### config.mk
export PLATFORM = sky130hd
export DESIGN_NAME = seg_display_scheduler
export DESIGN_NICKNAME = d
export VERILOG_FILES = /design/src/rtl/seg_disp_pkg.sv /design/src/rtl/seg_scan_driver.sv /design/src/rtl/seg_display_scheduler.sv
export SDC_FILE = /design/constraint.sdc
export NUM_CORES = 1
export LEC_CHECK = 0
export CORE_MARGIN = 2
export CORE_UTILIZATION = 52
export CTS_CLUSTER_DIAMETER = 30
export CTS_CLUSTER_SIZE = 25
export DETAILED_ROUTE_END_ITERATION = 10
export PLACE_DENSITY_LB_ADDON = 0.25
export SLEW_MARGIN = 10
export SYNTH_ARGS = -nofsm -noshare
export SYNTH_HDL_FRONTEND = slang
export SYNTH_SLANG_ARGS = --single-unit
### constraint.sdc
create_clock -name clk -period 4.15 [get_ports clk]
set_clock_uncertainty 0.1 [all_clocks]
set_input_delay 1.0375 -clock clk [delete_from_list [all_inputs] [get_ports clk]]
set_output_delay 1.0375 -clock clk [all_outputs]
set_load 0.02 [all_outputs]
### src/rtl/seg_disp_pkg.sv
// Shared types and constants for the seven-segment display scheduler:
// sequencing states, display limit and segment patterns (active-low {g,f,e,d,c,b,a}).
package seg_disp_pkg;

  typedef enum logic [1:0] {
    IDLE,
    LOAD,
    WAIT,
    CAPTURE
  } state_e;

  localparam logic [26:0] MAX_DISP  = 27'd99_999_999;
  localparam logic [6:0]  SEG_BLANK = 7'h7F;
  localparam logic [6:0]  SEG_DASH  = 7'h3F;

  function automatic logic [6:0] seg_pattern(input logic [3:0] val);
    logic [6:0] pat;
    case (val)
      4'd0:    pat = 7'h40;
      4'd1:    pat = 7'h79;
      4'd2:    pat = 7'h24;
      4'd3:    pat = 7'h30;
      4'd4:    pat = 7'h19;
      4'd5:    pat = 7'h12;
      4'd6:    pat = 7'h02;
      4'd7:    pat = 7'h78;
      4'd8:    pat = 7'h00;
      4'd9:    pat = 7'h10;
      default: pat = SEG_BLANK;
    endcase
    return pat;
  endfunction

endpackage

### src/rtl/seg_scan_driver.sv
// Time-multiplexed 8-digit seven-segment driver: digit scan divider, leading-zero
// blanking, overflow dashes and source-marker decimal point. Outputs are registered.
module seg_scan_driver
  import seg_disp_pkg::*;
#(
  parameter int SCAN_DIV = 50_000,
  parameter int IDX_W    = 2
) (
  input  logic             clk,
  input  logic             rst_n,
  input  logic [31:0]      i_bcd,
  input  logic             i_ovf,
  input  logic             i_blank_lz,
  input  logic [IDX_W-1:0] i_src_idx,
  output logic [7:0]       o_an,
  output logic [6:0]       o_seg,
  output logic             o_dp
);

  localparam int DIV_W = (SCAN_DIV > 1) ? $clog2(SCAN_DIV) : 1;

  logic [DIV_W-1:0] div_q, div_d;
  logic [2:0]       digit_q, digit_d;
  logic [7:0]       an_q, an_d;
  logic [6:0]       seg_q, seg_d;
  logic             dp_q, dp_d;

  logic [3:0] digit_val [8];
  logic [7:0] digit_nz;
  logic [7:0] zero_above;

  generate
    for (genvar gi = 0; gi < 8; gi++) begin : g_digit
      assign digit_val[gi] = i_bcd[4*gi +: 4];
      assign digit_nz[gi]  = |i_bcd[4*gi +: 4];
    end
  endgenerate

  // zero_above[d]: digit d and every more-significant digit are zero
  always_comb begin
    zero_above    = '0;
    zero_above[7] = ~digit_nz[7];
    for (int i = 6; i >= 0; i--) begin
      zero_above[i] = ~digit_nz[i] & zero_above[i+1];
    end
  end

  always_comb begin
    div_d   = div_q + 1'b1;
    digit_d = digit_q;
    if (div_q == DIV_W'(SCAN_DIV - 1)) begin
      div_d   = '0;
      digit_d = digit_q + 3'd1;
    end

    an_d = ~(8'b1 << digit_q);
    if (i_ovf) begin
      seg_d = SEG_DASH;
    end else if (i_blank_lz && (digit_q != 3'd0) && zero_above[digit_q]) begin
      seg_d = SEG_BLANK;
    end else begin
      seg_d = seg_pattern(digit_val[digit_q]);
    end
    dp_d = (int'(i_src_idx) == int'(digit_q)) ? 1'b0 : 1'b1;
  end

  always_ff @(posedge clk or negedge rst_n) begin
    if (!rst_n) begin
      div_q   <= '0;
      digit_q <= '0;
      an_q    <= 8'hFE;
      seg_q   <= 7'h40;
      dp_q    <= 1'b1;
    end else begin
      div_q   <= div_d;
      digit_q <= digit_d;
      an_q    <= an_d;
      seg_q   <= seg_d;
      dp_q    <= dp_d;
    end
  end

  assign o_an  = an_q;
  assign o_seg = seg_q;
  assign o_dp  = dp_q;

endmodule

### src/rtl/seg_display_scheduler.sv
// Arbitrates N_SRC status values onto one shared binary-to-BCD decoder, holds each
// value until the decoder settles, captures the BCD and hands it to the scan driver.
module seg_display_scheduler
  import seg_disp_pkg::*;
#(
  parameter int N_SRC    = 4,
  parameter int DEC_LAT  = 9,
  parameter int DWELL    = 50_000_000,
  parameter int SCAN_DIV = 50_000
) (
  input  logic                     clk,
  input  logic                     rst_n,
  input  logic [N_SRC*27-1:0]      i_src_data,
  input  logic [N_SRC-1:0]         i_src_upd,
  input  logic                     i_auto,
  input  logic [$clog2(N_SRC)-1:0] i_sel,
  input  logic                     i_blank_lz,
  output logic [26:0]              o_dec_data,
  input  logic [31:0]              i_dec_seven,
  output logic [$clog2(N_SRC)-1:0] o_src_idx,
  output logic                     o_busy,
  output logic                     o_ovf,
  output logic [7:0]               o_an,
  output logic [6:0]               o_seg,
  output logic                     o_dp
);

  localparam int SEL_W = $clog2(N_SRC);
  localparam int N_PAD = 2 ** SEL_W;
  localparam int DW_W  = (DWELL > 1) ? $clog2(DWELL) : 1;
  localparam int LAT_W = (DEC_LAT > 1) ? $clog2(DEC_LAT) : 1;

  state_e           state_q, state_d;
  logic [SEL_W-1:0] idx_q, idx_d;
  logic [SEL_W-1:0] auto_idx_q, auto_idx_d;
  logic [DW_W-1:0]  dwell_q, dwell_d;
  logic [LAT_W-1:0] lat_q, lat_d;
  logic             pending_q, pending_d;
  logic [26:0]      dec_data_q, dec_data_d;
  logic             busy_q, busy_d;
  logic             ovf_q, ovf_d;
  logic [31:0]      bcd_q, bcd_d;

  logic [26:0]      src_arr [N_PAD];
  logic [N_PAD-1:0] upd_ext;
  logic [SEL_W-1:0] tgt_idx;
  logic             pending_set;

  // Pad to a power of two so idx_q can index without an out-of-range read
  generate
    for (genvar gi = 0; gi < N_PAD; gi++) begin : g_src
      if (gi < N_SRC) begin : g_real
        assign src_arr[gi] = i_src_data[27*gi +: 27];
        assign upd_ext[gi] = i_src_upd[gi];
      end else begin : g_pad
        assign src_arr[gi] = '0;
        assign upd_ext[gi] = 1'b0;
      end
    end
  endgenerate

  always_comb begin
    tgt_idx    = auto_idx_q;
    auto_idx_d = auto_idx_q;
    dwell_d    = '0;
    if (i_auto) begin
      dwell_d = dwell_q + 1'b1;
      if (dwell_q == DW_W'(DWELL - 1)) begin
        dwell_d    = '0;
        auto_idx_d = (auto_idx_q == SEL_W'(N_SRC - 1)) ? '0 : auto_idx_q + 1'b1;
      end
    end else begin
      tgt_idx = (i_sel > SEL_W'(N_SRC - 1)) ? SEL_W'(N_SRC - 1) : i_sel;
    end
  end

  assign pending_set = upd_ext[idx_q] | ((state_q == IDLE) && (tgt_idx != idx_q));

  always_comb begin
    state_d    = state_q;
    idx_d      = idx_q;
    lat_d      = lat_q;
    dec_data_d = dec_data_q;
    busy_d     = busy_q;
    ovf_d      = ovf_q;
    bcd_d      = bcd_q;
    pending_d  = pending_q | pending_set;
    case (state_q)
      IDLE: begin
        idx_d = tgt_idx;
        if (pending_q) state_d = LOAD;
      end
      LOAD: begin
        dec_data_d = src_arr[idx_q];
        lat_d      = '0;
        busy_d     = 1'b1;
        // A fresh update arriving while we latch still forces another pass
        pending_d  = pending_set;
        state_d    = WAIT;
      end
      WAIT: begin
        if (lat_q == LAT_W'(DEC_LAT - 1)) state_d = CAPTURE;
        else                              lat_d   = lat_q + 1'b1;
      end
      CAPTURE: begin
        bcd_d   = i_dec_seven;
        ovf_d   = (dec_data_q > MAX_DISP);
        busy_d  = 1'b0;
        state_d = IDLE;
      end
      default: state_d = IDLE;
    endcase
  end

  always_ff @(posedge clk or negedge rst_n) begin
    if (!rst_n) begin
      state_q    <= IDLE;
      idx_q      <= '0;
      auto_idx_q <= '0;
      dwell_q    <= '0;
      lat_q      <= '0;
      pending_q  <= 1'b1;
      dec_data_q <= '0;
      busy_q     <= 1'b0;
      ovf_q      <= 1'b0;
      bcd_q      <= '0;
    end else begin
      state_q    <= state_d;
      idx_q      <= idx_d;
      auto_idx_q <= auto_idx_d;
      dwell_q    <= dwell_d;
      lat_q      <= lat_d;
      pending_q  <= pending_d;
      dec_data_q <= dec_data_d;
      busy_q     <= busy_d;
      ovf_q      <= ovf_d;
      bcd_q      <= bcd_d;
    end
  end

  assign o_dec_data = dec_data_q;
  assign o_src_idx  = idx_q;
  assign o_busy     = busy_q;
  assign o_ovf      = ovf_q;

  seg_scan_driver #(
    .SCAN_DIV (SCAN_DIV),
    .IDX_W    (SEL_W)
  ) u_scan (
    .clk        (clk),
    .rst_n      (rst_n),
    .i_bcd      (bcd_q),
    .i_ovf      (ovf_q),
    .i_blank_lz (i_blank_lz),
    .i_src_idx  (idx_q),
    .o_an       (o_an),
    .o_seg      (o_seg),
    .o_dp       (o_dp)
  );

endmodule

==> results.md, run 1 <==
* CP Depth at 2
* WL final at 16800 µm
* Least-Margin Pin Slew at 878 ps
* Most common cell after layout, fill and taps aside: clkdlybuf4s50_1
* Primary FF master, synth: dfrtp_1
* Setup Buffers After CTS at 0
* Final setup viols at 0
* Final non-filler cell area at 9610 µm²
* Critical path capture point type: output pin
* Setup tns final at 0 ps
* Worst-Skew Late Latency at 430 ps
* CP Buf/Inv Count at 2
* Syn Nets at 723
* Min-Delay Path Depth at 1
* CP Launch Type: register
* Static Leak at 3.94 nW
* Max FO, Critical Path at 34
* Maximum vdd ir drop at 0.397 mV
* Number of diodes at 0
* Clk root buf: clkbuf_16
* CORE AREA at 13100 µm²
* #FFs+latches synth at 133
* Max-Cap Viols at 0
* Fmax at 336 MHz
* Routed Antenna Nets at 0
* Netlist cell types at 57
* Routed vias at 5174
* Post-cts resize count at 0
* Critical path's top delay family: buffers and inverters
* Die Wd at 119 µm
* H-tree Lvls at 4
* Pwr Total at 5.98 mW
* Total congestion overflow at 0
* Post-synth EDFFs at 0
* # nets final at 918
* Vias in the first global route at 5602
* Fin worst setup slack at 1180 ps
* Cells after DPL at 905
* Final worst path period need at 2970 ps
* Total CTS buffers at 17
* FP Rows at 42
* Global-route wire length before repair at 27700 µm
* Layout cell share with drive strength beyond 1 at 0.202
* Mapped Cells at 553
* Area after DPL at 9020 µm²
* Die ar. at 14200 µm²
* Port Buffers at 196
* CTS clock-pin slew for the worst setup and hold paths at 60 ps
* Fin util at 0.732
* WL/cell at 17.9 µm
* Largest net degree at the start of global routing at 79
* Final period util at 0.716
* HPWL after DPL at 12600 µm
* # DRC at 0
* Synthesized area per cell at 12.5 µm²
* Total power per unit cell area at 622 nW/µm²
* Worst path required time at 3010 ps
* Io pins at 197
* Pre-antenna DRT Iters at 5
* Post-DR vias/cell at 5.52
* Hold crit path type: register to register
* Status: finished clean
* Hold Vio Cnt, Final at 0
* Total Routing Usage GR at 0.253
* CP arrival at 1830 ps
* Netlist Area Pre-Place at 6910 µm²
* Starting Density at 0.526
* Clock sink count at 133
* Max clock buf depth at 2
* Hold buffers post-CTS at 0
* Max Slew Vio Count at 0
* Non-Filler Instances at 937
* Post-synthesis sequential area ratio at 0.483
* Overall die height at 119 µm
* Initial antenna violation count at 0
* RSZ-0062 raised after global routing: no
* Async S/R FF share, synth at 1.00
* Setup CP Type: register to output pin
* Ys Warns at 0
* Most frequent cells in the layout: clkdlybuf4s50_1, dfrtp_1, mux2_2, nor2_1, mux4_2
* CP max stage cell: clkdlybuf4s50_1
* R2R depth at 7
* Crit path cell chain: buf_4 -> clkdlybuf4s50_1
* Worst path max stage delay at 710 ps
* DR iter-0 viols at 433
* Area Overhead vs Synth at 39.0%
* Slew HR at 0.415
* WHS at 376 ps
* CTS tree: built
* Gpl congestion at 0.849
* Pre-CTS WS at 1320 ps
==> cell families after synthesis <==
group	after synthesis	synth area share
compound gates	41	0.0384
flops	133	0.483
fa+ha+maj	20	0.0362
buf+inv	45	0.0293
simple gates	164	0.125
mux	106	0.233
xor+xnor	44	0.0557
==> worst reg2reg max path, cell delays in order, from the launching register on <==
cell	delay, ps
dfrtp_1	750
mux4_2	610
mux2i_1	360
inv_1	120
ha_1	220
or2_2	290
a21oi_1	160
o21ai_0	100
==> per-layer routing <==
metal | up-vias | part of all wire | global-route usage
li1 | 2398 | - | -
met5 | - | 0 | 0
met1 | 2551 | 0.39 | 0.291
met4 | 0 | 0.019 | 0.0853
met2 | 197 | 0.52 | 0.448
met3 | 28 | 0.072 | 0.0805
==> synthesized netlist by cell type (3+ instances only) <==
master	count	area share
ha_1	20	0.036
dfstp_2	10	0.038
and3_1	8	0.0072
mux2_2	62	0.10
nand2_1	29	0.016
xor2_1	26	0.033
nand4b_1	3	0.0038
dfrtp_1	123	0.45
xnor2_1	18	0.023
mux2i_1	7	0.010
buf_1	4	0.0022
nand4_1	11	0.010
nor3_1	5	0.0036
o21ai_0	15	0.011
inv_1	19	0.010
nand2b_1	3	0.0027
clkbuf_1	8	0.0043
nor2b_1	3	0.0027
nor4_1	9	0.0081
nand3_1	27	0.020
mux4_2	33	0.11
a21oi_1	8	0.0058
nor2_1	47	0.026
buf_2	9	0.0065
==> final cells by class <==
cell class              instances  area [µm²]
inverters                      20        75.1
fillers                       910        3520
clock buffers                  20         467
well taps                     176         220
clock inverters                12         129
repair buffers                201        2010
flip-flops and latches        133        3340
multi-input cells             375        3370
==> power breakdown <==
group          switching, mW  leakage (nW)  internal [mW]
Sequential             0.336          1.64           1.71
Clock                  0.563         0.288          0.929
Combinational           1.12          2.01           1.33
Total                   2.02          3.94           3.96
==> registers in the layout, indices dropped and copies added, names as in the netlist, 2 cells and up <==
name / flops
state_q: 2
u_scan.div_q: 16
u_scan.o_an: 8
o_dec_data: 27
u_scan.digit_q: 3
dwell_q: 26
o_src_idx: 2
lat_q: 4
bcd_q: 32
auto_idx_q: 2
u_scan.o_seg: 7
==> final timing paths <==
kind | slack [ps] | end | start
max in group asynchronous | 2520 | u_scan.o_dp$_DFF_PN1_ | rst_n
hold reg to reg | 380 | u_scan.div_q[0]$_DFF_PN0_ | u_scan.div_q[0]$_DFF_PN0_
hold / removal | 380 | u_scan.div_q[0]$_DFF_PN0_ | u_scan.div_q[0]$_DFF_PN0_
setup / recovery | 1180 | o_src_idx[1] | o_src_idx[1]$_DFFE_PN0P_
setup reg to reg | 1300 | u_scan.o_seg[5]$_DFF_PN0_ | u_scan.digit_q[2]$_DFFE_PN0N_
min in group asynchronous | 560 | dwell_q[11]$_DFF_PN0_ | rst_n
(Power assumes the default switching activity.)
==> run 2, diff against run 1 <==
--- a/config.mk
+++ b/config.mk
@@ -6,7 +6,7 @@
 export NUM_CORES = 1
 export LEC_CHECK = 0
 export CORE_MARGIN = 2
-export CORE_UTILIZATION = 52
+export CORE_UTILIZATION = 44
 export CTS_CLUSTER_DIAMETER = 30
 export CTS_CLUSTER_SIZE = 25
 export DETAILED_ROUTE_END_ITERATION = 10
==> constraint.sdc (replaced) <==
create_clock -name clk -period 2.5 [get_ports clk]
set_clock_uncertainty 0.1 [all_clocks]
set_input_delay 0.625 -clock clk [delete_from_list [all_inputs] [get_ports clk]]
set_output_delay 0.625 -clock clk [all_outputs]
set_load 0.02 [all_outputs]
==> run 2 against run 1 <==
  * Critical path depth decreased by 1
  * Hold slack improved by 9.7 ps
  * Global-route usage shrank 4.3 points
  * Power rose by 68%
  * Non-clock buffer count up 12
  * Routed wire length about the same
  * Flip-flop and latch count did not move
  * Largest cell class unchanged
==> results.md, run 2 (same netlist as run 1, synthesis figures left out) <==
* Clk root buf: clkbuf_16
* Io pins at 197
* CP Buf/Inv Count at 1
* Largest net degree at the start of global routing at 59
* RSZ-0062 raised after global routing: no
* Fmax at 417 MHz
* Least-Margin Pin Slew at 595 ps
* FP Rows at 45
* WL final at 16800 µm
* Overall die height at 129 µm
* HPWL after DPL at 12800 µm
* Max Slew Vio Count at 0
* Port Buffers at 196
* Max-Cap Viols at 0
* Die Wd at 129 µm
* Hold crit path type: register to register
* CTS clock-pin slew for the worst setup and hold paths at 60 ps
* Final period util at 0.959
* Slew HR at 0.600
* Hold buffers post-CTS at 1
* Post-cts resize count at 0
* Vias in the first global route at 5578
* Critical path's top delay family: buffers and inverters
* Number of diodes at 0
* Static Leak at 4.02 nW
* Post-DR vias/cell at 5.27
* Worst path required time at 1770 ps
* Final worst path period need at 2400 ps
* Largest register FFs at 32
* CORE AREA at 15300 µm²
* Worst-Skew Late Latency at 410 ps
* Layout fillers at 1169
* # DRC at 0
* Final non-filler cell area at 9800 µm²
* Crit path cell chain: clkdlybuf4s50_1
* Initial antenna violation count at 0
* Total congestion overflow at 0
* Maximum vdd ir drop at 0.639 mV
* Global-route wire length before repair at 27200 µm
* WL/cell at 17.1 µm
* # nets final at 930
* Status: finished clean
* Routed Antenna Nets at 0
* DR iter-0 viols at 256
* Starting Density at 0.453
* Most common cell after layout, fill and taps aside: clkdlybuf4s50_1
* Gpl congestion at 0.836
* CP max stage cell: clkdlybuf4s50_1
* Area after DPL at 9170 µm²
* Total CTS buffers at 17
* Setup CP Type: register to output pin
* Routed vias at 5190
* Die ar. at 16700 µm²
* Worst path max stage delay at 680 ps
* CP Launch Type: register
* CTS tree: built
* Setup Buffers After CTS at 0
* Total Routing Usage GR at 0.210
* Clock sink count at 133
* Layout cell share with drive strength beyond 1 at 0.212
* Most frequent cells in the layout: clkdlybuf4s50_1, dfrtp_1, mux2_2, nor2_1, mux4_2
* Final setup viols at 0
* Max FO, Critical Path at 10
* Hold Vio Cnt, Final at 0
* Area Overhead vs Synth at 41.7%
* CP arrival at 1670 ps
* Setup tns final at 0 ps
* Top reg by flops: bcd_q
* Max clock buf depth at 2
* Critical path capture point type: output pin
* Total power per unit cell area at 1030 nW/µm²
* H-tree Lvls at 4
* Pre-antenna DRT Iters at 6
run 2: cell count changes in the layout (fill, tap and decap cells not counted), sizes merged:
| cell | previous run | this run |
|---|---|---|
| buf | 6 | 17 |
| bufinv | 2 | 3 |
| clkbuf | 20 | 21 |
| clkinv | 8 | 6 |
| clkinvlp | 3 | 1 |
| dlygate4sd3 | 0 | 1 |
| inv | 19 | 21 |
run 2: report_power, final:
group	internal [mW]	leakage [nW]	switching, mW
sequential	2.83	1.64	0.595
combinational	2.26	2.08	1.80
clock	1.65	0.304	0.924
total	6.74	4.02	3.32
run 2: metal layers:
metal	GRT usage	routed length, µm	share of wire	vias up
met5	0	0	0	-
met4	0.0735	321	0.019	0
met3	0.0665	1110	0.066	19
met2	0.371	8810	0.52	151
met1	0.242	6560	0.39	2593
li1	-	-	-	2427
run 2: path summary, 6_finish.rpt:
check	from	slack, ps	depth (start not counted)	endpoint
min in group asynchronous	rst_n	540	2	dwell_q[6]$_DFF_PN0_
worst min register to register	dwell_q[0]$_DFF_PN0_	390	1	dwell_q[0]$_DFF_PN0_
max in group asynchronous	rst_n	1120	3	u_scan.o_an[2]$_DFF_PN1_
worst min-delay path	dwell_q[0]$_DFF_PN0_	390	1	dwell_q[0]$_DFF_PN0_
worst max register to register	u_scan.digit_q[0]$_DFFE_PN0N_	220	8	u_scan.o_seg[5]$_DFF_PN0_
worst max-delay path	o_src_idx[0]$_DFFE_PN0P_	100	1	o_src_idx[0]
run 2: area by class of cell:
| type | count | area (µm²) | share of cell area |
|---|---|---|---|
| well taps | 211 | 264 | 0.0269 |
| flip-flops and latches | 133 | 3340 | 0.341 |
| clock buffers | 21 | 470 | 0.0480 |
| inverters | 20 | 75.1 | 0.00766 |
| repair buffers | 213 | 2130 | 0.217 |
| clock inverters | 11 | 148 | 0.0151 |
| multi-input cells | 375 | 3370 | 0.344 |
run 2: per-stage QoR:
stage                     hold WS, ps  power [mW]  utilization  instances  worst slack, ps
after floorplan                   229        5.91            -        553             84.7
after global placement            362        7.42        0.601        951             88.0
after detailed placement          382        7.54        0.601        951              116
after CTS                         388        10.2        0.642        984             95.3
after global routing              417        10.6        0.642        984             69.6
final                             386        10.1        0.642        984              103
